[config.mk]
export PLATFORM = sky130hd
export DESIGN_NAME = map_draw_flat
export DESIGN_NICKNAME = d
export VERILOG_FILES = /design/src/rtl/map_draw_if.sv /design/src/rtl/map_draw.sv /design/src/flat_wrapper.sv
export SDC_FILE = /design/constraint.sdc
export NUM_CORES = 1
export LEC_CHECK = 0
export ABC_AREA = 0
export CAP_MARGIN = 25
export CORE_MARGIN = 1
export CORE_UTILIZATION = 55
export DETAILED_ROUTE_END_ITERATION = 10
export DONT_BUFFER_PORTS = 1
export PLACE_DENSITY = 0.77
export RECOVER_POWER = 50
export SLEW_MARGIN = 10
export SYNTH_ARGS = -nofsm -noshare
export SYNTH_HDL_FRONTEND = slang
export SYNTH_SLANG_ARGS = --single-unit
[constraint.sdc]
create_clock -name clk -period 5.68 [get_ports clk]
set_input_delay 0.568 -clock clk [delete_from_list [all_inputs] [get_ports clk]]
set_output_delay 0.568 -clock clk [all_outputs]
set_load 0.03 [all_outputs]
[src/rtl/map_draw_if.sv]
// map_draw_if -- request/pixel bundle between a map_draw renderer and its
// surroundings. The renderer takes the slave side: it receives the draw
// request and drives the VGA-adapter pixel outputs. The requester or
// testbench takes the master side.
interface map_draw_if;
    logic       start;
    logic       map_select;
    logic [7:0] x_out;
    logic [6:0] y_out;
    logic [2:0] col_out;
    logic       oPlot;
    logic       busy;
    logic       done;

    modport master (
        output start,
        output map_select,
        input  x_out,
        input  y_out,
        input  col_out,
        input  oPlot,
        input  busy,
        input  done
    );

    modport slave (
        input  start,
        input  map_select,
        output x_out,
        output y_out,
        output col_out,
        output oPlot,
        output busy,
        output done
    );
endinterface

[src/rtl/map_draw.sv]
// map_draw -- walks the whole screen in raster order, one pixel per clock,
// and colours each pixel from the selected map. Map 0 is a bordered room.
// Map 1 adds a solid central block of wall.
// Build option: define MAP_DRAW_CLEAR_PASS_EN to insert a black clear pass
// (state CLEAR) ahead of the map pass. The clear pass runs directly into
// the map pass with no gap cycle.
// The x/y counters drive x_out/y_out directly. That keeps the outputs
// registered and holds the last emitted pixel while oPlot is low.
module map_draw #(
    parameter int         WIDTH     = 160,
    parameter int         HEIGHT    = 120,
    parameter logic [2:0] WALL_COL  = 3'b111,
    parameter logic [2:0] FLOOR_COL = 3'b000
) (
    input  logic      clk,
    input  logic      resetn,
    map_draw_if.slave bus
);
    localparam logic [7:0] X_LAST   = 8'(WIDTH - 1);
    localparam logic [6:0] Y_LAST   = 7'(HEIGHT - 1);
    localparam logic [7:0] BOX_X_LO = 8'(WIDTH / 2 - 20);
    localparam logic [7:0] BOX_X_HI = 8'(WIDTH / 2 + 19);
    localparam logic [6:0] BOX_Y_LO = 7'(HEIGHT / 2 - 10);
    localparam logic [6:0] BOX_Y_HI = 7'(HEIGHT / 2 + 9);

`ifdef MAP_DRAW_CLEAR_PASS_EN
    typedef enum logic [1:0] {IDLE, CLEAR, DRAW, DONE} state_t;
`else
    typedef enum logic [1:0] {IDLE, DRAW, DONE} state_t;
`endif

    state_t     r_state;
    logic [7:0] r_x;
    logic [6:0] r_y;
    logic       r_map;
    logic [2:0] r_col;
    logic       r_plot;
    logic       r_busy;
    logic       r_done;

    state_t     w_stateNext;
    logic [7:0] w_xNext;
    logic [6:0] w_yNext;
    logic       w_mapNext;
    logic [2:0] w_colNext;
    logic       w_plotNext;
    logic       w_busyNext;
    logic       w_doneNext;

    logic [7:0] w_stepX;
    logic [6:0] w_stepY;
    logic       w_lastPixel;

    // Map colour of a pixel: border walls always; central block only on map 1.
    function automatic logic [2:0] colourOf(input logic mapSel,
                                            input logic [7:0] px,
                                            input logic [6:0] py);
        logic border;
        logic block;
        border = (px == 8'd0) || (px == X_LAST) || (py == 7'd0) || (py == Y_LAST);
        block  = mapSel && (px >= BOX_X_LO) && (px <= BOX_X_HI)
                        && (py >= BOX_Y_LO) && (py <= BOX_Y_HI);
        return (border || block) ? WALL_COL : FLOOR_COL;
    endfunction

    // Raster successor of the current pixel. x wraps to 0 exactly at the last column.
    always_comb begin
        w_stepX     = (r_x == X_LAST) ? 8'd0 : r_x + 8'd1;
        w_stepY     = (r_x == X_LAST) ? r_y + 7'd1 : r_y;
        w_lastPixel = (r_x == X_LAST) && (r_y == Y_LAST);
    end

    // Next-state and next-output logic. Every output is recomputed here and registered below.
    always_comb begin
        w_stateNext = r_state;
        w_xNext     = r_x;
        w_yNext     = r_y;
        w_mapNext   = r_map;
        w_colNext   = r_col;
        w_plotNext  = 1'b0;
        w_busyNext  = 1'b0;
        w_doneNext  = 1'b0;

        case (r_state)
            IDLE: begin
                if (bus.start) begin
                    w_mapNext  = bus.map_select;
                    w_xNext    = 8'd0;
                    w_yNext    = 7'd0;
                    w_plotNext = 1'b1;
                    w_busyNext = 1'b1;
`ifdef MAP_DRAW_CLEAR_PASS_EN
                    w_stateNext = CLEAR;
                    w_colNext   = 3'b000;
`else
                    w_stateNext = DRAW;
                    w_colNext   = colourOf(bus.map_select, 8'd0, 7'd0);
`endif
                end
            end
`ifdef MAP_DRAW_CLEAR_PASS_EN
            CLEAR: begin
                w_plotNext = 1'b1;
                w_busyNext = 1'b1;
                if (w_lastPixel) begin
                    w_stateNext = DRAW;
                    w_xNext     = 8'd0;
                    w_yNext     = 7'd0;
                    w_colNext   = colourOf(r_map, 8'd0, 7'd0);
                end else begin
                    w_xNext   = w_stepX;
                    w_yNext   = w_stepY;
                    w_colNext = 3'b000;
                end
            end
`endif
            DRAW: begin
                if (w_lastPixel) begin
                    w_stateNext = DONE;
                    w_doneNext  = 1'b1;
                end else begin
                    w_plotNext = 1'b1;
                    w_busyNext = 1'b1;
                    w_xNext    = w_stepX;
                    w_yNext    = w_stepY;
                    w_colNext  = colourOf(r_map, w_stepX, w_stepY);
                end
            end
            DONE: begin
                w_stateNext = IDLE;
            end
            default: begin
                w_stateNext = IDLE;
            end
        endcase
    end

    // State register.
    always_ff @(posedge clk or negedge resetn) begin
        if (!resetn) begin
            r_state <= IDLE;
        end else begin
            r_state <= w_stateNext;
        end
    end

    // Counter, latched map and registered pixel outputs.
    always_ff @(posedge clk or negedge resetn) begin
        if (!resetn) begin
            r_x    <= 8'd0;
            r_y    <= 7'd0;
            r_map  <= 1'b0;
            r_col  <= 3'b000;
            r_plot <= 1'b0;
            r_busy <= 1'b0;
            r_done <= 1'b0;
        end else begin
            r_x    <= w_xNext;
            r_y    <= w_yNext;
            r_map  <= w_mapNext;
            r_col  <= w_colNext;
            r_plot <= w_plotNext;
            r_busy <= w_busyNext;
            r_done <= w_doneNext;
        end
    end

    assign bus.x_out   = r_x;
    assign bus.y_out   = r_y;
    assign bus.col_out = r_col;
    assign bus.oPlot   = r_plot;
    assign bus.busy    = r_busy;
    assign bus.done    = r_done;
endmodule

[src/flat_wrapper.sv]
// flat-port wrapper written by rule: the top's interface ports become plain ports
module map_draw_flat 
#(
    parameter int         WIDTH     = 160,
    parameter int         HEIGHT    = 120,
    parameter logic [2:0] WALL_COL  = 3'b111,
    parameter logic [2:0] FLOOR_COL = 3'b000
)
  (clk, resetn, bus_start, bus_map_select, bus_x_out, bus_y_out, bus_col_out, bus_oPlot, bus_busy, bus_done);
  map_draw_if bus_i ();
  input  logic clk;
  input  logic resetn;
  input wire logic [$bits(bus_i.start)-1:0] bus_start;
  input wire logic [$bits(bus_i.map_select)-1:0] bus_map_select;
  output wire logic [$bits(bus_i.x_out)-1:0] bus_x_out;
  output wire logic [$bits(bus_i.y_out)-1:0] bus_y_out;
  output wire logic [$bits(bus_i.col_out)-1:0] bus_col_out;
  output wire logic [$bits(bus_i.oPlot)-1:0] bus_oPlot;
  output wire logic [$bits(bus_i.busy)-1:0] bus_busy;
  output wire logic [$bits(bus_i.done)-1:0] bus_done;
  assign bus_i.start = bus_start;
  assign bus_i.map_select = bus_map_select;
  assign bus_x_out = bus_i.x_out;
  assign bus_y_out = bus_i.y_out;
  assign bus_col_out = bus_i.col_out;
  assign bus_oPlot = bus_i.oPlot;
  assign bus_busy = bus_i.busy;
  assign bus_done = bus_i.done;
  map_draw #(.WIDTH(WIDTH), .HEIGHT(HEIGHT), .WALL_COL(WALL_COL), .FLOOR_COL(FLOOR_COL)) u_core (.clk(clk), .resetn(resetn), .bus(bus_i));
endmodule
======== Word level (Yosys, flattened, before mapping) ========
Index checks and enable logic that the tools add are counted.
storage, ports and cells
  bits in registers ....................... 23
  word-level logic and storage cells ...... 57
  input port bits ......................... 4
cells by class
  reductions and logical operators ........ 16
  muxes and demuxes ....................... 20
  $lt $le $gt $ge ......................... 4
  equality and inequality tests ........... 8
  $add $sub $neg .......................... 2
operators with widths
  kind                 number
  $mux 8               3
  $mux 7               3
  $eq 8x8->1 const B   2
  $pmux 8 s2           1
  $eq 7x7->1 const B   2
  $pmux 7 s2           1
  $mux 3               3
  $add 8x1->8 const B  1
  $ge 8x6->1 const B   1
  $le 8x7->1 const B   1
  $logic_not 8->1      1
  $add 7x1->7 const B  1
  $ge 7x6->1 const B   1
  $le 7x7->1 const B   1
  $logic_not 7->1      1
  $pmux 3 s2           1
  $logic_and 1x1->1    5
  $logic_or 1x1->1     4
  $mux 1               4
  $mux 2               2
  $ne 2x2->1 const B   2
  $pmux 2 s2           1
  $reduce_and 2->1     2
  $reduce_and 3->1     1
  other kinds (5)      5

======== Logic depth before layout (Yosys ltp) ========
  depth in word-level cells ............... 11
  depth in mapped cells ................... 11

======== Worst setup path after synthesis ========
OpenSTA, ideal clock, no wires.
  path kind ............................... register to register
  start ................................... register u_core.r_x[1] (netlist: u_core.bus.x_out[1])
  end ..................................... register u_core.r_col[1] (netlist: u_core.bus.col_out[1])
  stages on the path, launching flop included .. 10
  clock period less this slack ............ 2.288 ns
  data arrival time ....................... 2.154 ns
  setup time .............................. 0.134 ns
  required time ........................... 5.546 ns
  path buffers ............................ 2
  setup slack ............................. 3.392 ns
  cell sequence ........................... dfrtp_1 ha_1 buf_6 nand4_1 or2_4 buf_6 o211ai_1 o41ai_1 a2111oi_2 a21oi_1
on the way
  cells in the longest elaborated chain, start to end .. 11
  elaborated cells between the ends (all ways) .. 26
RTL lines
  element                                    RTL line                                        source
  from (decl)                                map_draw.sv:33                                  logic [7:0] r_x;
  from (signal assigned)                     map_draw.sv:158                                 r_x <= w_xNext;
  $add 8x1->8 or $eq 8x8->1 (tied branches)  map_draw.sv:68, map_draw.sv:69, map_draw.sv:70
  $mux 8                                     map_draw.sv:68                                  w_stepX = (r_x == X_LAST) ? 8'd0 : r_x + 8'd1;
  $ge 8x6->1                                 map_draw.sv:61                                  block = mapSel && (px >= BOX_X_LO) && (px <= BOX_X_HI)
  $logic_and 1x1->1 (2 in a row)             map_draw.sv:61
  $logic_and 1x1->1 (2 in a row)             map_draw.sv:62                                  && (py >= BOX_Y_LO) && (py <= BOX_Y_HI);
  $logic_or 1x1->1                           map_draw.sv:63                                  return (border || block) ? WALL_COL : FLOOR_COL;
  $mux 3                                     map_draw.sv:63
  $mux 3                                     map_draw.sv:118                                 if (w_lastPixel) begin
  $pmux 3 s2                                 map_draw.sv:84                                  case (r_state)
  to (signal assigned)                       map_draw.sv:161                                 r_col <= w_colNext;
  to (decl)                                  map_draw.sv:36                                  logic [2:0] r_col;
Several ways; a longest one is shown, not always the timed one. The select of a mux whose other input is x is not followed.
A chain may end at the register's enable or synchronous reset.

======== Final worst setup path ========
  start ................................... register u_core.r_x[1] (netlist: u_core.bus.x_out[1])
  end ..................................... register u_core.r_y[4] (netlist: u_core.bus.y_out[4])
on the way
  cells in the longest elaborated chain, start to end .. 4
  elaborated cells between the ends (all ways) .. 7
RTL lines
  element                                         RTL line                        source
  $eq 8x8->1 (*)                                  map_draw.sv:69, map_draw.sv:70
  $mux 7 or $logic_and 1x1->1 (tied branches)     map_draw.sv:69, map_draw.sv:70
  $mux 7 or $ne 2x2->1 (tied branches)            n/a
  $pmux 7 s2 or $reduce_and 3->1 (tied branches)  n/a
  to (signal assigned)                            map_draw.sv:159                 r_y <= w_yNext;
  to (decl)                                       map_draw.sv:34                  logic [6:0] r_y;
Every way passes the cells marked *; elsewhere a longest branch is shown, timed or not. The select of a mux whose other input is x is not followed.

==> flow_summary.json <==
{
  "path_cells": "ha_1, nand4_1, or2_4, nor3_4, a211o_1, inv_1, o21ai_0, nand2_1, o31ai_1",
  "postRouteWirelength_um": 3330,
  "critPathKind": "reg -> reg",
  "grt_pass1_vias": 1227,
  "power_frac_seq_pct": 59.8,
  "drt_iter0_markers": 48,
  "power_mw": 0.519,
  "nNetsFinal": 184,
  "synth_warnings": 0,
  "synth-seq-cells": 21,
  "status": "finished, final reports clean",
  "drive_gt1_share_pct": 8.57,
  "finalHoldViolations": 0,
  "port_buffers": 0,
  "die_area_sq_mm": 0.00307,
  "yosys-top-cells-area": "dfrtp_1 33%, o21ai_0 6.4%, buf_6 5.0%, nand2_1 4.5%, nor2_1 3.6%",
  "p_clk_share_pct": 13.5,
  "cts_tree": "done",
  "switchingPower_mw": 0.256,
  "critical-path-top-delay-family": "simple AND/OR/NAND/NOR gates",
  "path_depth": 9,
  "cp_data_required_time_ps": 5890,
  "worstMarginPinSlew_ps": 808,
  "setup_tns_ps": 0,
  "ys_seq_area_share_pct": 33.5,
  "vias": 1317,
  "peakVddDrop_uv": 283,
  "grt_overflow": 0,
  "crit_fanout": 13,
  "cts-root-buf": "clkbuf_4",
  "antenna_found_initial": 0,
  "die_h_um": 55.4,
  "yosysTopAreaCell": "dfrtp_1",
  "comb_power_share_pct": 26.7,
  "min_period_over_period_pct": 50.9,
  "startpoint": "u_core.bus.x_out[1]",
  "grt_use_total_pct": 23.3,
  "critical_path.max_stage_delay_ps": 650,
  "place_hpwl_um": 2350,
  "cts.sinks": 21,
  "fin_skew_ps": 2.02,
  "die_w_um": 55.4,
  "layout_commonest_cell": "dfrtp_1",
  "syn_area_per_cell_sq_um": 8.49,
  "syn_area_sq_mm": 0.00157,
  "p_int_mw": 0.263,
  "synth.distinct_cells": 47,
  "crit_end": "u_core.bus.y_out[4]",
  "layout_min_cycle_time_ps": 2890,
  "path_clk_slew_ps": 110,
  "first_pass_iters": 4,
  "critical-path-slowest-cell": "dfrtp_1",
  "critPathLaunchType": "flip-flop",
  "synthArstFlopShare_pct": 100,
  "slew_viol_final": 0,
  "core_area_sq_mm": 0.00273,
  "worst_r2r_path_depth": 9,
  "insertion_delay_ps": 300,
  "syn-instance-count": 185,
  "rsz0062_at_grt": "false",
  "r2r-start": "u_core.bus.x_out[1]",
  "leakage_nw": 0.585,
  "grt_max_degree": 22,
  "hold_path_class": "in -> reg",
  "syn_to_final_growth_pct": -3.82,
  "endpoint_kind": "flip-flop",
  "antenna_cells": 0,
  "cts_resized": 0,
  "htree_num_levels": 1,
  "p_per_area_mw_per_mm2": 344,
  "placement_rows": 19,
  "clockBufferDepth": 2,
  "synth_edf_count": 0,
  "syn-num-nets": 193,
  "wire_per_inst_um": 16.2,
  "max-slew-margin-rel_pct": 46.2,
  "r2r_slack_ps": 2790,
  "final_cell_mix": "21 x dfrtp_1, 20 x o21ai_0, 19 x nand2_1",
  "r2r_end": "u_core.bus.y_out[4]",
  "io_pins": 25,
  "drv_cap": 0,
  "drc_errors": 0,
  "start_util_pct": 57.4,
  "yosysTopAreaCellShare_pct": 33.5,
  "setup_violations": 0,
  "worstPathArrival_ps": 3100,
  "ant_nets": 0,
  "routabilityCongestion": 0.893,
  "crit_buf_inv": 1,
  "switching_share_pct": 49.3,
  "post_cts_buffers": 0,
  "routed_via_density": 6.39,
  "cts_inserted_buffers": 3,
  "grt_pass1_wl_um": 5820,
  "synthFlopType": "dfrtp_1",
  "fmax_mhz": 346
}
per-stage QoR:
stage / util [%] / cell area (sq um) / cells / hold slack (ps) / setup WS (ps)
5_1_grt: 55.2 / 1510 / 206 / 384 / 2540
3_5_place_dp: 53.7 / 1470 / 200 / 273 / 2860
4_1_cts: 55.1 / 1510 / 205 / 394 / 2800
3_3_place_gp: 53.7 / 1470 / 200 / 273 / 2960
2_1_floorplan: - / 1570 / 185 / 272 / 3390
6_report: 55.2 / 1510 / 206 / 404 / 2790
per-layer routing:
metal,track usage (%),routed length [um],up-vias
met5,0,0,-
met3,6.09,230,4
met1,31.5,1450,629
met4,2.86,23,0
met2,38.6,1630,40
li1,-,-,644
worst min path at each step:
stage | startpoint | slack, ps | cells past startpoint | endpoint
2_1_floorplan | resetn | 270 | 0 | u_core.bus.col_out[1]
3_3_place_gp | resetn | 270 | 0 | u_core.bus.y_out[6]
3_5_place_dp | resetn | 270 | 0 | u_core.bus.y_out[6]
4_1_cts | bus_map_select | 390 | 1 | u_core.r_map
5_1_grt | bus_map_select | 380 | 1 | u_core.r_map
6_report | bus_map_select | 400 | 1 | u_core.r_map
power groups by stage:
stage,registers (mW),logic (mW),clock network (mW)
floorplan,0.271,0.167,0
global placement,0.310,0.128,0
detailed placement,0.313,0.132,0
CTS,0.310,0.137,0.0737
global route,0.318,0.156,0.0778
finish,0.310,0.139,0.0700
cell type report:
cell class | instances | area (sq um)
Multi-Input combinational cell | 140 | 875
Clock inverter | 1 | 5.00
Timing Repair Buffer | 2 | 13.8
Tap cell | 31 | 38.8
Inverter | 8 | 30.0
Clock buffer | 3 | 22.5
Fill cell | 245 | 1220
Sequential cell | 21 | 526
synthesized netlist by cell type, drive strengths merged (5+ instances only):
cell type / number
a21oi: 10
buf: 15
dfrtp: 21
inv: 8
nand2: 19
nand3: 5
nand4: 7
nor2: 15
nor3: 6
o21ai: 20
o31ai: 5
kinds of logic (layout without fill, tap and decap cells):
| logic type | Yosys count | in the layout | share of synthesized area, % |
|---|---|---|---|
| simple gates | 75 | 75 | 26.1 |
| compound gates | 54 | 54 | 22.1 |
| buf+inv | 24 | 14 | 10.8 |
| flops | 21 | 21 | 33.5 |
| fa+ha+maj | 4 | 4 | 3.19 |
| mux | 4 | 4 | 2.71 |
| xor+xnor | 3 | 3 | 1.67 |
registers in the layout (all words and copies together), names as in the netlist:
register            count
u_core.r_map            1
u_core.r_state          2
u_core.bus.col_out      1
u_core.bus.done         1
u_core.bus.oPlot        1
u_core.bus.y_out        7
u_core.bus.x_out        8
what timing repair did:
item | in CTS | in global routing
hold buffers | 1 | 0
endpoints found under the setup margin | 0 | 0
endpoints found under the hold margin | 21 | 0
Power figures use the tool's default switching activity.
